===== src/rtl/hazard_pkg.sv =====
// hazard_pkg: shared constants for the pipeline hazard controller.
//   - FSM state encodings (typed enum plus plain constants for legacy code)
//   - exec-stage forwarding source selects
package hazard_pkg;

  localparam logic [1:0] ST_IDLE      = 2'd0;
  localparam logic [1:0] ST_MISS_WAIT = 2'd1;
  localparam logic [1:0] ST_RESUME    = 2'd2;

  typedef enum logic [1:0] {
    IDLE      = ST_IDLE,
    MISS_WAIT = ST_MISS_WAIT,
    RESUME    = ST_RESUME
  } hz_state_e;

  localparam logic [1:0] FWD_RF  = 2'b00;
  localparam logic [1:0] FWD_WB  = 2'b01;
  localparam logic [1:0] FWD_MEM = 2'b10;

endpackage


===== src/rtl/hazard_ctrl_sat_counter.sv =====
// sat_counter: up-counter that sticks at all-ones instead of wrapping.
//   i_clk    clock
//   i_arst   asynchronous active-high reset (clears count)
//   i_inc    count this cycle
//   o_cnt    current count
module sat_counter #(
  parameter int CNT_WIDTH = 32
) (
  input  logic                 i_clk,
  input  logic                 i_arst,
  input  logic                 i_inc,
  output logic [CNT_WIDTH-1:0] o_cnt
);

  logic [CNT_WIDTH-1:0] r_cnt;

  always_ff @(posedge i_clk or posedge i_arst) begin
    if (i_arst)                r_cnt <= '0;
    else if (i_inc && ~&r_cnt) r_cnt <= r_cnt + 1'b1;
  end

  assign o_cnt = r_cnt;

endmodule


===== src/rtl/hazard_ctrl.sv =====
// hazard_ctrl: stall/flush/forward control for the fetch/decode/exec pipeline.
//   Inputs : decode/exec register addresses, exec load and taken-branch flags,
//            mem/wb write-back info, cache miss request and refill-done pulse.
//   Outputs: o_stall_fetch/decode/back, o_flush_decode/exec, o_forward_rs1/rs2,
//            saturating stall/flush cycle counters, sticky miss watchdog flag.
// A cache miss freezes the whole pipe (MISS_WAIT) until i_mem_ready; the cycle
// after refill (RESUME) evaluates load-use/redirect again on the held exec stage.
module hazard_ctrl
  import hazard_pkg::*;
#(
  parameter int REG_ADDR_W   = 5,
  parameter int CNT_WIDTH    = 32,
  parameter int MISS_TIMEOUT = 1024
) (
  input  logic                  i_clk,
  input  logic                  i_arst,
  input  logic [REG_ADDR_W-1:0] i_rs1_addr_dec,
  input  logic [REG_ADDR_W-1:0] i_rs2_addr_dec,
  input  logic [REG_ADDR_W-1:0] i_rs1_addr_exec,
  input  logic [REG_ADDR_W-1:0] i_rs2_addr_exec,
  input  logic [REG_ADDR_W-1:0] i_rd_addr_exec,
  input  logic                  i_load_instr_exec,
  input  logic                  i_pc_src_exec,
  input  logic                  i_reg_we_mem,
  input  logic [REG_ADDR_W-1:0] i_rd_addr_mem,
  input  logic                  i_reg_we_wb,
  input  logic [REG_ADDR_W-1:0] i_rd_addr_wb,
  input  logic                  i_cache_miss,
  input  logic                  i_mem_ready,
  output logic                  o_stall_fetch,
  output logic                  o_stall_decode,
  output logic                  o_stall_back,
  output logic                  o_flush_decode,
  output logic                  o_flush_exec,
  output logic [1:0]            o_forward_rs1,
  output logic [1:0]            o_forward_rs2,
  output logic [CNT_WIDTH-1:0]  o_stall_cnt,
  output logic [CNT_WIDTH-1:0]  o_flush_cnt,
  output logic                  o_miss_timeout
);

  localparam int WD_W = $clog2(MISS_TIMEOUT + 1);

  logic [1:0]      r_state, w_state_nxt;
  logic [WD_W-1:0] r_wd;
  logic            r_timeout;

  logic       w_freeze, w_lu, w_redirect;
  logic       w_stall_fetch, w_stall_decode, w_stall_back;
  logic       w_flush_decode, w_flush_exec;
  logic [1:0] w_fwd1, w_fwd2;

  // ---------------- forwarding (mem beats wb, x0 never forwarded)
  always_comb begin
    w_fwd1 = FWD_RF;
    if (i_reg_we_mem && i_rd_addr_mem != '0 && i_rd_addr_mem == i_rs1_addr_exec)
      w_fwd1 = FWD_MEM;
    else if (i_reg_we_wb && i_rd_addr_wb != '0 && i_rd_addr_wb == i_rs1_addr_exec)
      w_fwd1 = FWD_WB;

    w_fwd2 = FWD_RF;
    if (i_reg_we_mem && i_rd_addr_mem != '0 && i_rd_addr_mem == i_rs2_addr_exec)
      w_fwd2 = FWD_MEM;
    else if (i_reg_we_wb && i_rd_addr_wb != '0 && i_rd_addr_wb == i_rs2_addr_exec)
      w_fwd2 = FWD_WB;
  end

  // ---------------- hazard detection
  // Freeze covers the miss-request cycle itself so nothing advances before
  // MISS_WAIT is entered.
  assign w_freeze = (r_state == ST_MISS_WAIT) ||
                    (r_state == ST_IDLE && i_cache_miss);

  assign w_lu = i_load_instr_exec && i_rd_addr_exec != '0 &&
                (i_rd_addr_exec == i_rs1_addr_dec || i_rd_addr_exec == i_rs2_addr_dec);

  assign w_redirect = i_pc_src_exec && !w_freeze;

  always_comb begin
    w_stall_fetch  = 1'b0;
    w_stall_decode = 1'b0;
    w_stall_back   = 1'b0;
    w_flush_decode = 1'b0;
    w_flush_exec   = 1'b0;
    if (w_freeze) begin
      w_stall_fetch  = 1'b1;
      w_stall_decode = 1'b1;
      w_stall_back   = 1'b1;
    end else if (w_redirect) begin
      // the instruction waiting on the load is on the wrong path anyway
      w_flush_decode = 1'b1;
      w_flush_exec   = 1'b1;
    end else if (w_lu) begin
      w_stall_fetch  = 1'b1;
      w_stall_decode = 1'b1;
      w_flush_exec   = 1'b1;
    end
  end

  // ---------------- miss FSM
  always_comb begin
    w_state_nxt = r_state;
    case (r_state)
      ST_IDLE:      if (i_cache_miss) w_state_nxt = ST_MISS_WAIT;
      ST_MISS_WAIT: if (i_mem_ready)  w_state_nxt = ST_RESUME;
      ST_RESUME:    w_state_nxt = i_cache_miss ? ST_MISS_WAIT : ST_IDLE;
      default:      w_state_nxt = ST_IDLE;
    endcase
  end

  always_ff @(posedge i_clk or posedge i_arst) begin
    if (i_arst) begin
      r_state   <= ST_IDLE;
      r_wd      <= '0;
      r_timeout <= 1'b0;
    end else begin
      r_state <= w_state_nxt;
      if (r_state != ST_MISS_WAIT && w_state_nxt == ST_MISS_WAIT) begin
        r_wd <= '0;
      end else if (r_state == ST_MISS_WAIT) begin
        // hold at the limit so a long wait cannot wrap the watchdog
        if (r_wd != WD_W'(MISS_TIMEOUT)) r_wd <= r_wd + WD_W'(1);
        if (r_wd == WD_W'(MISS_TIMEOUT - 1)) r_timeout <= 1'b1;
      end
    end
  end

  // ---------------- statistics
  sat_counter #(.CNT_WIDTH(CNT_WIDTH)) u_stall_cnt (
    .i_clk  (i_clk),
    .i_arst (i_arst),
    .i_inc  (w_stall_fetch | w_stall_decode | w_stall_back),
    .o_cnt  (o_stall_cnt)
  );

  sat_counter #(.CNT_WIDTH(CNT_WIDTH)) u_flush_cnt (
    .i_clk  (i_clk),
    .i_arst (i_arst),
    .i_inc  (w_flush_exec),
    .o_cnt  (o_flush_cnt)
  );

  // ---------------- outputs (quiet while reset is held)
  assign o_stall_fetch  = w_stall_fetch  & ~i_arst;
  assign o_stall_decode = w_stall_decode & ~i_arst;
  assign o_stall_back   = w_stall_back   & ~i_arst;
  assign o_flush_decode = w_flush_decode & ~i_arst;
  assign o_flush_exec   = w_flush_exec   & ~i_arst;
  assign o_forward_rs1  = i_arst ? FWD_RF : w_fwd1;
  assign o_forward_rs2  = i_arst ? FWD_RF : w_fwd2;
  assign o_miss_timeout = r_timeout;

endmodule


===== config.mk =====
export PLATFORM = sky130hd
export DESIGN_NAME = hazard_ctrl
export DESIGN_NICKNAME = d
export VERILOG_FILES = /design/src/rtl/hazard_pkg.sv /design/src/rtl/hazard_ctrl_sat_counter.sv /design/src/rtl/hazard_ctrl.sv
export SDC_FILE = /design/constraint.sdc
export NUM_CORES = 1
export LEC_CHECK = 0
export BUFFER_PORTS_ARGS = -buffer_cell sky130_fd_sc_hd__buf_2
export CORE_MARGIN = 4
export CORE_UTILIZATION = 45
export CTS_BUF_LIST = sky130_fd_sc_hd__clkbuf_8
export DETAILED_ROUTE_END_ITERATION = 10
export PLACE_DENSITY = 0.74
export SYNTH_ARGS = -nofsm -noshare
export SYNTH_HDL_FRONTEND = slang
export SYNTH_HIERARCHICAL = 1
export SYNTH_SLANG_ARGS = --single-unit

===== constraint.sdc =====
create_clock -name i_clk -period 3.7 [get_ports i_clk]
set_input_delay 0.925 -clock i_clk [delete_from_list [all_inputs] [get_ports i_clk]]
set_output_delay 0.925 -clock i_clk [all_outputs]
set_load 0.02 [all_outputs]

==> Yosys cells after proc, flatten, opt, wreduce, memory -nomap -nowiden <==
Index checks and enable logic that the tools add are counted.
{ "op_classes": {"n_addsub": 3, "multipliers": 0, "div": 0, "magnitude_cmp": 0, "n_eq_ne": 12, "shift": 0, "muxes": 21, "bitwise_logic": 7, "n_reduce_logical": 28} }
{ "op_table": {"columns": ["cell", "count"], "rows": [
  ["$add A32 B1 Y32 const B", 2],
  ["$reduce_and A32 Y1", 2],
  ["$mux W11", 3],
  ["$eq A5 B5 Y1", 6],
  ["$reduce_bool A5 Y1", 3],
  ["$logic_and A1 B1 Y1", 13],
  ["$mux W2", 6],
  ["$add A11 B1 Y11 const B", 1],
  ["$eq A11 B10 Y1 const B", 1],
  ["$mux W1", 11],
  ["$ne A11 B11 Y1 const B", 1],
  ["$pmux W2 S3", 1],
  ["$and A1 B1 Y1", 4],
  ["$eq A2 B1 Y1 const B", 2],
  ["$reduce_bool A2 Y1", 2],
  ["$logic_not A1 Y1", 3],
  ["$reduce_and A3 Y1", 1],
  ["$eq A2 B2 Y1 const B", 1],
  ["$logic_not A2 Y1", 1],
  ["$logic_or A1 B1 Y1", 2],
  ["$ne A2 B1 Y1 const B", 1],
  ["$not A1 Y1", 2],
  ["$reduce_and A2 Y1", 1],
  ["$or A1 B1 Y1", 1]
]} }
{ "word_totals": {"regBits": 78, "latch_bits": 0, "ramBits": 0, "rom_bits": 0, "in_bits": 43, "output_inout_bits": 74, "wordCells": 76, "memories": 0} }

==> Longest topological paths before layout <==
Gate-level depths: netlist of run 1.
{ "logic_depth": {"ltp_word": 9, "depth_mapped": 9, "depth_no_buf": 9} }

==> Cells and area by module <==
The synthesis of run 1 kept the hierarchy.
{ "by_module_without_submodules": {"columns": ["mod", "instances", "cells_per_inst", "area_each_um2", "seq_area_each_um2"], "rows": [
  ["sat_counter", 2, 155, 1665.3, 800.8],
  ["hazard_ctrl", 1, 141, 1189.9, 350.3]
]} }

==> Worst setup path after synthesis of run 1 <==
Ideal clock, no wire load.
{ "synth_path": {"kind": "input to output", "start": "in i_arst", "end": "out o_forward_rs2[0]", "arrival_ps": 2611, "required_time_ps": 2775, "path_slack_ps": 164, "cell_stages": 4, "n_path_buf": 0, "path_cell_list": "inv_1 o211ai_1 or4_1 nor4_1"} }
{ "synth_between": {"elab_chain_len": 1} }
{ "synth_lines": {"columns": ["item", "line", "rtl"], "rows": [
  ["from (decl)", "hazard_ctrl.sv:16", "input logic i_arst,"],
  ["$mux W2", "hazard_ctrl.sv:150", "assign o_forward_rs2 = i_arst ? FWD_RF : w_fwd2;"],
  ["to (decl)", "hazard_ctrl.sv:36", "output logic [1:0] o_forward_rs2,"]
]} }
Every way passes these cells.

==> Worst setup path in the final report of run 1 <==
{ "layout_path": {"start": "in i_rd_addr_mem[1]", "end": "out o_forward_rs2[0]"} }
{ "layout_between": {"elab_chain_len": 5} }
{ "layout_lines": {"columns": ["item", "line", "rtl"], "rows": [
  ["from (decl)", "hazard_ctrl.sv:25", "input logic [REG_ADDR_W-1:0] i_rd_addr_mem,"],
  ["$reduce_bool A5 Y1", "hazard_ctrl.sv:62", "if (i_reg_we_mem && i_rd_addr_mem != '0 && i_rd_addr_mem == i_rs2_addr_exec)"],
  ["$logic_and A1 B1 Y1", "hazard_ctrl.sv:62", null],
  ["$logic_and A1 B1 Y1 *", "hazard_ctrl.sv:62", null],
  ["$mux W2 *", "hazard_ctrl.sv:62", null],
  ["$mux W2 *", "hazard_ctrl.sv:150", null]
]} }
Every way passes the cells marked *; elsewhere a longest branch is shown, timed or not.

==> results of run 1 <==
## metrics by stage
stage	cells	power (mW)	util
finish	710	2.25	0.558
global route	710	2.37	0.558
CTS	710	2.27	0.558
detailed placement	695	1.56	0.536
global placement	695	1.54	0.536
floorplan	451	1.37	-
## cell families after synthesis
family	after synthesis	share of synthesized area
AOI/OAI and AO/OA	32	0.0623
xor gates and xnor gates	97	0.188
adders and majority gates	4	0.0111
buffers and inverters	24	0.0277
DFF	78	0.432
muxes	1	0.00221
and+or+nand+nor	215	0.277
## final timing paths
path	depth (start not counted)	to
setup / recovery	6	o_forward_rs2[0]
min in group asynchronous	3	r_state[0]
hold / removal	1	o_miss_timeout
hold reg to reg	1	o_miss_timeout
max in group asynchronous	3	u_flush_cnt/o_cnt[10]
setup reg to reg	9	u_flush_cnt/o_cnt[30]
## final cells by class
class,instances,share of cell area
Sequential cell,78,0.358
Multi-Input combinational cell,349,0.448
Clock buffer,10,0.0252
Inverter,13,0.00894
Tap cell,133,0.0305
Clock inverter,5,0.0149
Timing Repair Buffer,122,0.115
## synth_stat cells (all sizes together), types with 2 or more instances
master  instances
o211ai          4
and4            8
dfrtp          78
nor4           12
ha              4
xor2           52
xnor2          45
and3           11
nor3           40
nor2           19
o31a            2
buf             7
o31ai           8
nor2b           2
clkbuf          4
inv            13
nand3          33
a21oi           4
o311ai          2
or4             8
or3             3
nand2          46
o21ai           4
a41o            3
nand4          27
nand2b          3
## metal layers
| layer | GRT usage | routed length [um] |
|---|---|---|
| met3 | 0.0394 | 765 |
| met5 | 0 | 0 |
| met4 | 0.0532 | 165 |
| met2 | 0.324 | 5390 |
| met1 | 0.264 | 4850 |
## registers in the layout, summed over array words and instances, names as in the netlist
signal,cells
u_stall_cnt/o_cnt,32
o_miss_timeout,1
r_wd,11
u_flush_cnt/o_cnt,32
r_state,2
## power groups by stage
| stage | clock (mW) | sequential (mW) | combinational (mW) |
|---|---|---|---|
| after floorplan | 0 | 1.11 | 0.257 |
| after CTS | 0.730 | 1.05 | 0.492 |
| after global placement | 0 | 1.06 | 0.480 |
| final | 0.706 | 1.06 | 0.491 |
| after global routing | 0.760 | 1.07 | 0.539 |
| after detailed placement | 0 | 1.07 | 0.489 |
## worst register-to-register path, cell delays in order (launching register included)
cell,delay (ns)
dfrtp_1,0.42
o21bai_1,0.23
buf_4,0.19
nand2_1,0.05
o21ai_0,0.14
buf_4,0.22
o311ai_0,0.12
nor3_1,0.42
nand3_1,0.16
xnor2_1,0.16
==> results_tabular.tex, run 1 <==
\begin{tabular}{lr}
\hline
Metric & Value \\
\hline
\multicolumn{2}{l}{\textbf{Setup path}} \\
\quad CP max FO & 4 \\
\quad Worst path bufs/invs & 2 \\
\quad Cell family with the largest share of critical-path delay & simple AND/OR/NAND/NOR gates \\
\quad Setup slack of the most critical reg-to-reg path & 1.46 ns \\
\quad Classification of the worst setup path & in2out \\
\quad Crit Reg-Reg Startpoint & r\_state[0] \\
\quad Critical Path Start & i\_rd\_addr\_mem[1] \\
\quad Crit end category & output port \\
\quad Critical path data arrival time & 2.41 ns \\
\quad Critical path's slowest cell & or4\_1 \\
\quad Cells along the critical path & buf\_2, or4\_1, o21ai\_2, nor3\_1, nor4\_1, buf\_2 \\
\quad Largest stage delay on the critical path & 0.54 ns \\
\quad Required @ worst endpoint & 2.77 ns \\
\quad Cell with the most instances on the worst path & buf\_2 \\
\quad CP startpoint kind & input port \\
\multicolumn{2}{l}{\textbf{Power and ir drop}} \\
\quad Power Density & 413 nW/um\^{}2 \\
\quad Sequential share of power & 0.469 \\
\quad Proportion of power drawn by the clock network & 0.313 \\
\quad Net switching power & 727 uW \\
\quad Part of the power in combinational logic & 0.218 \\
\quad Design internal power & 1.53 mW \\
\quad Leakage Power & 2.66 nW \\
\quad Peak supply drop & 300 uV \\
\quad Switching part of the total & 0.323 \\
\multicolumn{2}{l}{\textbf{CTS}} \\
\quad CTS tree & done \\
\quad Cell at the root of the clock tree & clkbuf\_8 \\
\quad Buffer count from post-CTS setup fixing & 0 \\
\quad Later-pin clock latency in the skew report & 0.34 ns \\
\quad Max H-tree Level & 3 \\
\quad Number of buffers created by CTS & 9 \\
\quad Total clock sinks & 78 \\
\quad Maximum buffer depth of the clock tree & 2 \\
\quad CTS clk-pin slew, worst paths & 0.07 ns \\
\quad Post-cts repair resize count & 0 \\
\quad CTS Hold Buffers Added & 0 \\
\multicolumn{2}{l}{\textbf{Route}} \\
\quad DRC violations left & 0 \\
\quad Final Routed Wirelength & 11,200 um \\
\quad Antenna viol nets, final & 0 \\
\quad DRT Pass-1 Iters & 4 \\
\quad Overall via count from detail\_route & 3,927 \\
\quad First DRT Iteration DRCs & 224 \\
\quad WL/cell & 15.7 um \\
\quad Routed via count divided by cell count & 5.53 \\
\multicolumn{2}{l}{\textbf{Yosys}} \\
\quad Ys Warns & 6 \\
\quad Portion of synthesized cell area occupied by the leading cell type & 0.432 \\
\quad Top post-synthesis cells by area & dfrtp\_1, xor2\_1, xnor2\_1 \\
\quad Count of mapped cells out of synthesis & 451 \\
\quad Sequential share of the synthesized area & 0.432 \\
\quad Netlist area before placement & 4520 um\^{}2 \\
\quad Post-synth top flop & dfrtp\_1 \\
\quad Flip-flop and latch count after synthesis & 78 \\
\quad Share of flip-flops with an asynchronous set or reset after synthesis & 1.00 \\
\quad Number of enable flip-flop cells after synthesis & 0 \\
\quad Yosys cell types & 45 \\
\quad Library cell occupying the most area in the post-synthesis netlist & dfrtp\_1 \\
\quad Synthesized netlist net count & 498 \\
\quad Avg Inst Size Synth & 10.0 um\^{}2 \\
\multicolumn{2}{l}{\textbf{Timing}} \\
\quad Unrepaired setup endpoints after global routing & false \\
\quad Final number of setup-violating endpoints & 0 \\
\quad Final setup skew & 0.0126 ns \\
\quad Final Hold Vio Count & 0 \\
\quad Max Clock Freq & 300 MHz \\
\quad Tightest Pin Transition & 0.695 ns \\
\quad Final critical-path required period & 3.34 ns \\
\quad Max-slew headroom & 0.536 \\
\quad Final-report max-slew violation count & 0 \\
\quad Worst Setup Slack, final & 0.364 ns \\
\quad Final worst hold slack & 0.466 ns \\
\quad Post-Route Setup TNS & 0 ns \\
\quad Final period util & 0.902 \\
\multicolumn{2}{l}{\textbf{Die}} \\
\quad Vert. Die Dim & 108 um \\
\quad Initial standard-cell utilization of the core & 0.462 \\
\quad Horiz. Die Dim & 108 um \\
\quad Placeable core region & 9770 um\^{}2 \\
\quad Core Rows & 36 \\
\quad Number of top-level pins & 117 \\
\quad Floorplan die area & 11,700 um\^{}2 \\
\multicolumn{2}{l}{\textbf{Finish}} \\
\quad Signed area change from the synthesized netlist to the final layout & 20.7\% \\
\quad Finished layout cell area & 5460 um\^{}2 \\
\quad Fraction of layout instances using a drive strength above 1 & 0.288 \\
\quad Most common cell after layout, fill and taps aside & buf\_2 \\
\quad Area used by sequential logic in the layout & 1950 um\^{}2 \\
\quad Count of nets after finishing & 620 \\
\quad Final antenna diode count & 0 \\
\quad Count of filler cells inserted in the layout & 901 \\
\quad Area of the multi-input gates & 2440 um\^{}2 \\
\quad Most frequent cells in the layout & buf\_2, dfrtp\_1, xor2\_1, nand2\_1, xnor2\_1 \\
\multicolumn{2}{l}{\textbf{Placed design}} \\
\quad Area of placed instances & 5240 um\^{}2 \\
\quad Port bufs & 116 \\
\quad DPL Wire Length & 8580 um \\
\quad Placer congestion estimate & 0.908 \\
\quad Post-Place Setup Slack & 0.377 ns \\
\multicolumn{2}{l}{\textbf{GRT}} \\
\quad Gr ovfl total & 0 \\
\quad Global-route usage over all layers & 0.196 \\
\quad Antenna violations before repair & 0 \\
\quad Global-route wire length before repair & 18,500 um \\
\quad Via count of the first global-routing pass & 3,888 \\
\quad Largest net degree at the start of global routing & 33 \\
\multicolumn{2}{l}{\textbf{Hold path}} \\
\quad Class of the most critical hold timing path & reg2reg \\
\quad Hold Path Origin & o\_miss\_timeout \\
\multicolumn{2}{l}{\textbf{Job}} \\
\quad Count of maximum capacitance violations & 0 \\
\multicolumn{2}{l}{\textbf{Outcome}} \\
\quad Run status & completed \\
\hline
\end{tabular}
Power figures use the tool's default switching activity.
==> run 2, diff against run 1 <==
--- a/config.mk
+++ b/config.mk
@@ -11,6 +11,7 @@
 export CTS_BUF_LIST = sky130_fd_sc_hd__clkbuf_8
 export DETAILED_ROUTE_END_ITERATION = 10
 export PLACE_DENSITY = 0.74
+export RECOVER_POWER = 50
 export SYNTH_ARGS = -nofsm -noshare
 export SYNTH_HDL_FRONTEND = slang
 export SYNTH_HIERARCHICAL = 1
==> run 2 against run 1 <==
The run now ends with max-capacitance violations, max-slew violations left. Clock power is essentially flat. Setup slack is essentially flat. Core utilization shrank 0.40 points. Non-clock buffer count is the same. Clock skew is essentially flat. Die area is the same. Fmax is essentially flat. Critical endpoint unchanged. Highest routed layer unchanged.
==> results_tabular.tex, run 2 (same netlist as run 1, synthesis figures left out) <==
\begin{tabular}{lr}
\hline
Metric & Value \\
\hline
\multicolumn{2}{l}{\textbf{Outcome}} \\
\quad Run status & finished with violations \\
\quad Violations in the final reports & max-capacitance violations, max-slew violations \\
\multicolumn{2}{l}{\textbf{CTS}} \\
\quad Cell at the root of the clock tree & clkbuf\_8 \\
\quad Later-pin clock latency in the skew report & 0.34 ns \\
\quad CTS clk-pin slew, worst paths & 0.07 ns \\
\quad Maximum buffer depth of the clock tree & 2 \\
\quad Number of buffers created by CTS & 9 \\
\quad Total clock sinks & 78 \\
\quad Post-cts repair resize count & 0 \\
\quad Max H-tree Level & 3 \\
\quad CTS tree & done \\
\quad CTS Hold Buffers Added & 0 \\
\quad Buffer count from post-CTS setup fixing & 0 \\
\multicolumn{2}{l}{\textbf{Setup path}} \\
\quad CP max FO & 4 \\
\quad Cell family with the largest share of critical-path delay & simple AND/OR/NAND/NOR gates \\
\quad Cell with the most instances on the worst path & buf\_2 \\
\quad Critical path data arrival time & 2.41 ns \\
\quad Crit end category & output port \\
\quad Largest stage delay on the critical path & 0.54 ns \\
\quad Classification of the worst setup path & in2out \\
\quad Worst path bufs/invs & 2 \\
\quad Stages on the worst setup path & 6 \\
\quad Critical path's slowest cell & or4\_1 \\
\quad Required @ worst endpoint & 2.77 ns \\
\quad Logic depth of the worst register-to-register path & 9 \\
\quad Cells along the critical path & buf\_2, or4\_1, o21ai\_2, nor3\_1, nor4\_1, buf\_2 \\
\quad CP startpoint kind & input port \\
\multicolumn{2}{l}{\textbf{Route}} \\
\quad Final Routed Wirelength & 11,300 um \\
\quad Routed via count divided by cell count & 5.56 \\
\quad Antenna viol nets, final & 0 \\
\quad DRT Pass-1 Iters & 4 \\
\quad Overall via count from detail\_route & 3,949 \\
\quad WL/cell & 15.9 um \\
\quad First DRT Iteration DRCs & 240 \\
\quad DRC violations left & 0 \\
\multicolumn{2}{l}{\textbf{Timing}} \\
\quad Final period util & 0.902 \\
\quad Post-Route Setup TNS & 0 ns \\
\quad Unrepaired setup endpoints after global routing & false \\
\quad Tightest Pin Transition & 1.71 ns \\
\quad Max Clock Freq & 300 MHz \\
\quad Final number of setup-violating endpoints & 0 \\
\quad Worst Setup Slack, final & 0.363 ns \\
\quad Final critical-path required period & 3.34 ns \\
\quad Final setup skew & 0.0125 ns \\
\quad Final-report max-slew violation count & 66 \\
\quad Max-slew headroom & -0.142 \\
\quad Final Hold Vio Count & 0 \\
\multicolumn{2}{l}{\textbf{Die}} \\
\quad Number of top-level pins & 117 \\
\quad Vert. Die Dim & 108 um \\
\quad Placeable core region & 9770 um\^{}2 \\
\quad Floorplan die area & 11,700 um\^{}2 \\
\quad Initial standard-cell utilization of the core & 0.462 \\
\quad Core Rows & 36 \\
\quad Horiz. Die Dim & 108 um \\
\multicolumn{2}{l}{\textbf{GRT}} \\
\quad Antenna violations before repair & 0 \\
\quad Global-route wire length before repair & 18,500 um \\
\quad Via count of the first global-routing pass & 3,888 \\
\quad Gr ovfl total & 0 \\
\quad Largest net degree at the start of global routing & 33 \\
\quad Global-route usage over all layers & 0.196 \\
\multicolumn{2}{l}{\textbf{Finish}} \\
\quad Signed area change from the synthesized netlist to the final layout & 19.8\% \\
\quad Most frequent cells in the layout & buf\_2, dfrtp\_1, xor2\_1, nand2\_1, xnor2\_1 \\
\quad Most common cell after layout, fill and taps aside & buf\_2 \\
\quad Count of filler cells inserted in the layout & 915 \\
\quad Fraction of layout instances using a drive strength above 1 & 0.241 \\
\quad Count of nets after finishing & 620 \\
\quad Final antenna diode count & 0 \\
\multicolumn{2}{l}{\textbf{Power and ir drop}} \\
\quad Peak supply drop & 294 uV \\
\quad Leakage Power & 2.56 nW \\
\quad Power Density & 416 nW/um\^{}2 \\
\multicolumn{2}{l}{\textbf{Hold path}} \\
\quad Worst hold path stage count & 1 \\
\quad Class of the most critical hold timing path & reg2reg \\
\multicolumn{2}{l}{\textbf{Job}} \\
\quad Count of maximum capacitance violations & 2 \\
\multicolumn{2}{l}{\textbf{Placed design}} \\
\quad Port bufs & 116 \\
\quad Placer congestion estimate & 0.908 \\
\quad Post-Place Setup Slack & 0.377 ns \\
\quad DPL Wire Length & 8580 um \\
\hline
\end{tabular}
[run 2: cell types whose count changed in the layout (fill, tap and decap cells not counted), sizes merged]
cell,change
clkbuf,+27
buf,-27
[run 2: layout make-up]
cell class              instances  area (um^2)  share of cell area
well taps                     133          166              0.0307
repair buffers                122          587               0.108
clock buffers                  10          138              0.0254
clock inverters                 5         81.3              0.0150
flip-flops and latches         78         1950               0.360
multi-input cells             349         2440               0.451
inverters                      13         48.8             0.00901
[run 2: final timing paths]
check                                  from                     to  slack, ns
min in group asynchronous            i_arst             r_state[0]       0.81
max                        i_rd_addr_mem[1]       o_forward_rs2[0]       0.36
max in group asynchronous            i_arst  u_flush_cnt/o_cnt[10]       1.34
min reg2reg                  o_miss_timeout         o_miss_timeout       0.47
max reg2reg                      r_state[0]  u_flush_cnt/o_cnt[30]       1.44
min                          o_miss_timeout         o_miss_timeout       0.47
[run 2: worst reg2reg max path, cell delays in order, from the launching register on]
cell and delay (ns):
dfrtp_1 0.42, o21bai_1 0.23, buf_4 0.19, nand2_1 0.05, o21ai_0 0.14, buf_4 0.22, o311ai_0 0.12, nor3_1 0.44
nand3_1 0.16, xnor2_1 0.16
[run 2: power breakdown]
part / total, mW / switching [mW] / leakage (nW) / internal, mW
logic: 0.489 / 0.292 / 1.40 / 0.197
clock network: 0.705 / 0.309 / 0.109 / 0.396
registers: 1.06 / 0.128 / 1.05 / 0.930
total: 2.25 / 0.729 / 2.56 / 1.52
[run 2: stage by stage]
| step | area (um^2) | power (mW) | cells | hold slack, ns | utilization |
|---|---|---|---|---|---|
| final | 5420 | 2.25 | 710 | 0.465 | 0.554 |
| after global routing | 5420 | 2.37 | 710 | 0.482 | 0.554 |
| after CTS | 5460 | 2.27 | 710 | 0.465 | 0.558 |
| after detailed placement | 5240 | 1.56 | 695 | 0.447 | 0.536 |
| after global placement | 5240 | 1.54 | 695 | 0.445 | 0.536 |
| after floorplan | 4520 | 1.37 | 451 | 0.532 | - |
[run 2: layer usage]
layer / share of wire / vias to the layer above / global-route usage
met4: 0.015 / 0 / 0.0532
met3: 0.068 / 16 / 0.0394
li1: - / 1865 / -
met5: 0 / - / 0
met2: 0.48 / 142 / 0.324
met1: 0.44 / 1926 / 0.264
==> run 3, diff against run 2 <==
--- a/config.mk
+++ b/config.mk
@@ -10,7 +10,7 @@
 export CORE_UTILIZATION = 45
 export CTS_BUF_LIST = sky130_fd_sc_hd__clkbuf_8
 export DETAILED_ROUTE_END_ITERATION = 10
-export PLACE_DENSITY = 0.74
+export PLACE_DENSITY = 0.73
 export RECOVER_POWER = 50
 export SYNTH_ARGS = -nofsm -noshare
 export SYNTH_HDL_FRONTEND = slang
==> run 3 against run 2 <==
The flow still finishes with violations (max-capacitance violations, max-slew violations). Routed wire length down 4.4%. Clock skew is 0.0037 ns lower. Via count is 1.4% lower. Fmax grew 1.4%. Register-to-register slack got worse by 0.07 ns. Highest routed layer unchanged.
==> results_tabular.tex, run 3 (same netlist as run 1, synthesis figures left out) <==
\begin{tabular}{lr}
\hline
Metric & Value \\
\hline
\multicolumn{2}{l}{\textbf{Timing}} \\
\quad Final period util & 0.889 \\
\quad Final Hold Vio Count & 0 \\
\quad Max Clock Freq & 304 MHz \\
\quad Unrepaired setup endpoints after global routing & false \\
\quad Tightest Pin Transition & 1.69 ns \\
\quad Final number of setup-violating endpoints & 0 \\
\quad Final critical-path required period & 3.29 ns \\
\quad Max-slew headroom & -0.126 \\
\quad Post-Route Setup TNS & 0 ns \\
\quad Final setup skew & 0.00877 ns \\
\quad Final-report max-slew violation count & 66 \\
\multicolumn{2}{l}{\textbf{CTS}} \\
\quad Maximum buffer depth of the clock tree & 2 \\
\quad Total clock sinks & 78 \\
\quad CTS clk-pin slew, worst paths & 0.07 ns \\
\quad CTS tree & done \\
\quad CTS Hold Buffers Added & 0 \\
\quad Post-cts repair resize count & 0 \\
\quad Max H-tree Level & 3 \\
\quad Later-pin clock latency in the skew report & 0.35 ns \\
\quad Number of buffers created by CTS & 9 \\
\quad Cell at the root of the clock tree & clkbuf\_8 \\
\quad Buffer count from post-CTS setup fixing & 0 \\
\multicolumn{2}{l}{\textbf{Finish}} \\
\quad Fraction of layout instances using a drive strength above 1 & 0.242 \\
\quad Signed area change from the synthesized netlist to the final layout & 20.1\% \\
\quad Count of nets after finishing & 620 \\
\quad Finished layout cell area & 5430 um\^{}2 \\
\quad Most common cell after layout, fill and taps aside & buf\_2 \\
\quad Final antenna diode count & 0 \\
\quad Most frequent cells in the layout & buf\_2, dfrtp\_1, xor2\_1, nand2\_1, xnor2\_1 \\
\multicolumn{2}{l}{\textbf{Hold path}} \\
\quad Worst hold path stage count & 1 \\
\quad Class of the most critical hold timing path & reg2reg \\
\multicolumn{2}{l}{\textbf{Outcome}} \\
\quad Run status & finished with violations \\
\quad Violations in the final reports & max-capacitance violations, max-slew violations \\
\multicolumn{2}{l}{\textbf{Route}} \\
\quad Routed via count divided by cell count & 5.47 \\
\quad Overall via count from detail\_route & 3,892 \\
\quad Final Routed Wirelength & 10,800 um \\
\quad Antenna viol nets, final & 0 \\
\quad DRC violations left & 0 \\
\quad First DRT Iteration DRCs & 192 \\
\quad WL/cell & 15.2 um \\
\quad DRT Pass-1 Iters & 4 \\
\multicolumn{2}{l}{\textbf{GRT}} \\
\quad Global-route wire length before repair & 17,700 um \\
\quad Gr ovfl total & 0 \\
\quad Global-route usage over all layers & 0.188 \\
\quad Via count of the first global-routing pass & 3,791 \\
\quad Antenna violations before repair & 0 \\
\quad Largest net degree at the start of global routing & 33 \\
\multicolumn{2}{l}{\textbf{Die}} \\
\quad Horiz. Die Dim & 108 um \\
\quad Vert. Die Dim & 108 um \\
\quad Core Rows & 36 \\
\quad Floorplan die area & 11,700 um\^{}2 \\
\quad Placeable core region & 9770 um\^{}2 \\
\quad Number of top-level pins & 117 \\
\quad Initial standard-cell utilization of the core & 0.462 \\
\multicolumn{2}{l}{\textbf{Placed design}} \\
\quad Placer congestion estimate & 0.883 \\
\quad DPL Wire Length & 8300 um \\
\quad Area of placed instances & 5240 um\^{}2 \\
\quad Port bufs & 116 \\
\multicolumn{2}{l}{\textbf{Setup path}} \\
\quad Crit end category & output port \\
\quad CP max FO & 4 \\
\quad Classification of the worst setup path & in2out \\
\quad Logic depth of the worst register-to-register path & 9 \\
\quad CP startpoint kind & input port \\
\quad Critical path data arrival time & 2.37 ns \\
\quad Required @ worst endpoint & 2.77 ns \\
\multicolumn{2}{l}{\textbf{Power and ir drop}} \\
\quad Leakage Power & 2.56 nW \\
\quad Power Density & 417 nW/um\^{}2 \\
\quad Peak supply drop & 272 uV \\
\quad Overall power consumption & 2.27 mW \\
\multicolumn{2}{l}{\textbf{Job}} \\
\quad Count of maximum capacitance violations & 2 \\
\hline
\end{tabular}
run 3: critical path, cell delays in order:
cell	delay [ns]
buf_2	0.12
or4_1	0.54
o21ai_2	0.19
nor3_1	0.08
nor4_1	0.29
buf_2	0.22
run 3: metrics by stage:
| step | util | hold WS [ns] | instances | setup slack (ns) |
|---|---|---|---|---|
| after floorplan | - | 0.532 | 451 | 0.164 |
| after global placement | 0.536 | 0.441 | 695 | 0.437 |
| after detailed placement | 0.536 | 0.447 | 695 | 0.408 |
| after CTS | 0.560 | 0.464 | 711 | 0.404 |
| after global routing | 0.556 | 0.499 | 711 | 0.343 |
| final | 0.556 | 0.460 | 711 | 0.410 |
run 3: cell type report:
class | count | area, um^2
clock buffers | 11 | 151
clock inverters | 5 | 81.3
fillers | 887 | 4340
inverters | 13 | 48.8
multi-input cells | 349 | 2440
flip-flops and latches | 78 | 1950
well taps | 133 | 166
repair buffers | 122 | 587
run 3: final timing paths:
path	slack [ns]	to	startpoint
setup reg to reg	1.37	u_flush_cnt/o_cnt[30]	r_state[0]
max in group asynchronous	1.39	u_stall_cnt/o_cnt[26]	i_arst
hold / removal	0.46	o_miss_timeout	o_miss_timeout
hold reg to reg	0.46	o_miss_timeout	o_miss_timeout
min in group asynchronous	0.79	r_wd[2]	i_arst
setup / recovery	0.41	o_forward_rs2[0]	i_rd_addr_mem[1]
run 3: where the power goes:
group	internal [mW]	switching (mW)
Combinational	0.195	0.289
Clock	0.417	0.313
Sequential	0.930	0.123
run 3: layer usage:
layer,up-vias,global-route usage,part of all wire
li1,1867,-,-
met1,1858,0.241,0.44
met2,144,0.307,0.46
met3,23,0.0412,0.070
met4,0,0.0839,0.026
met5,-,0,0
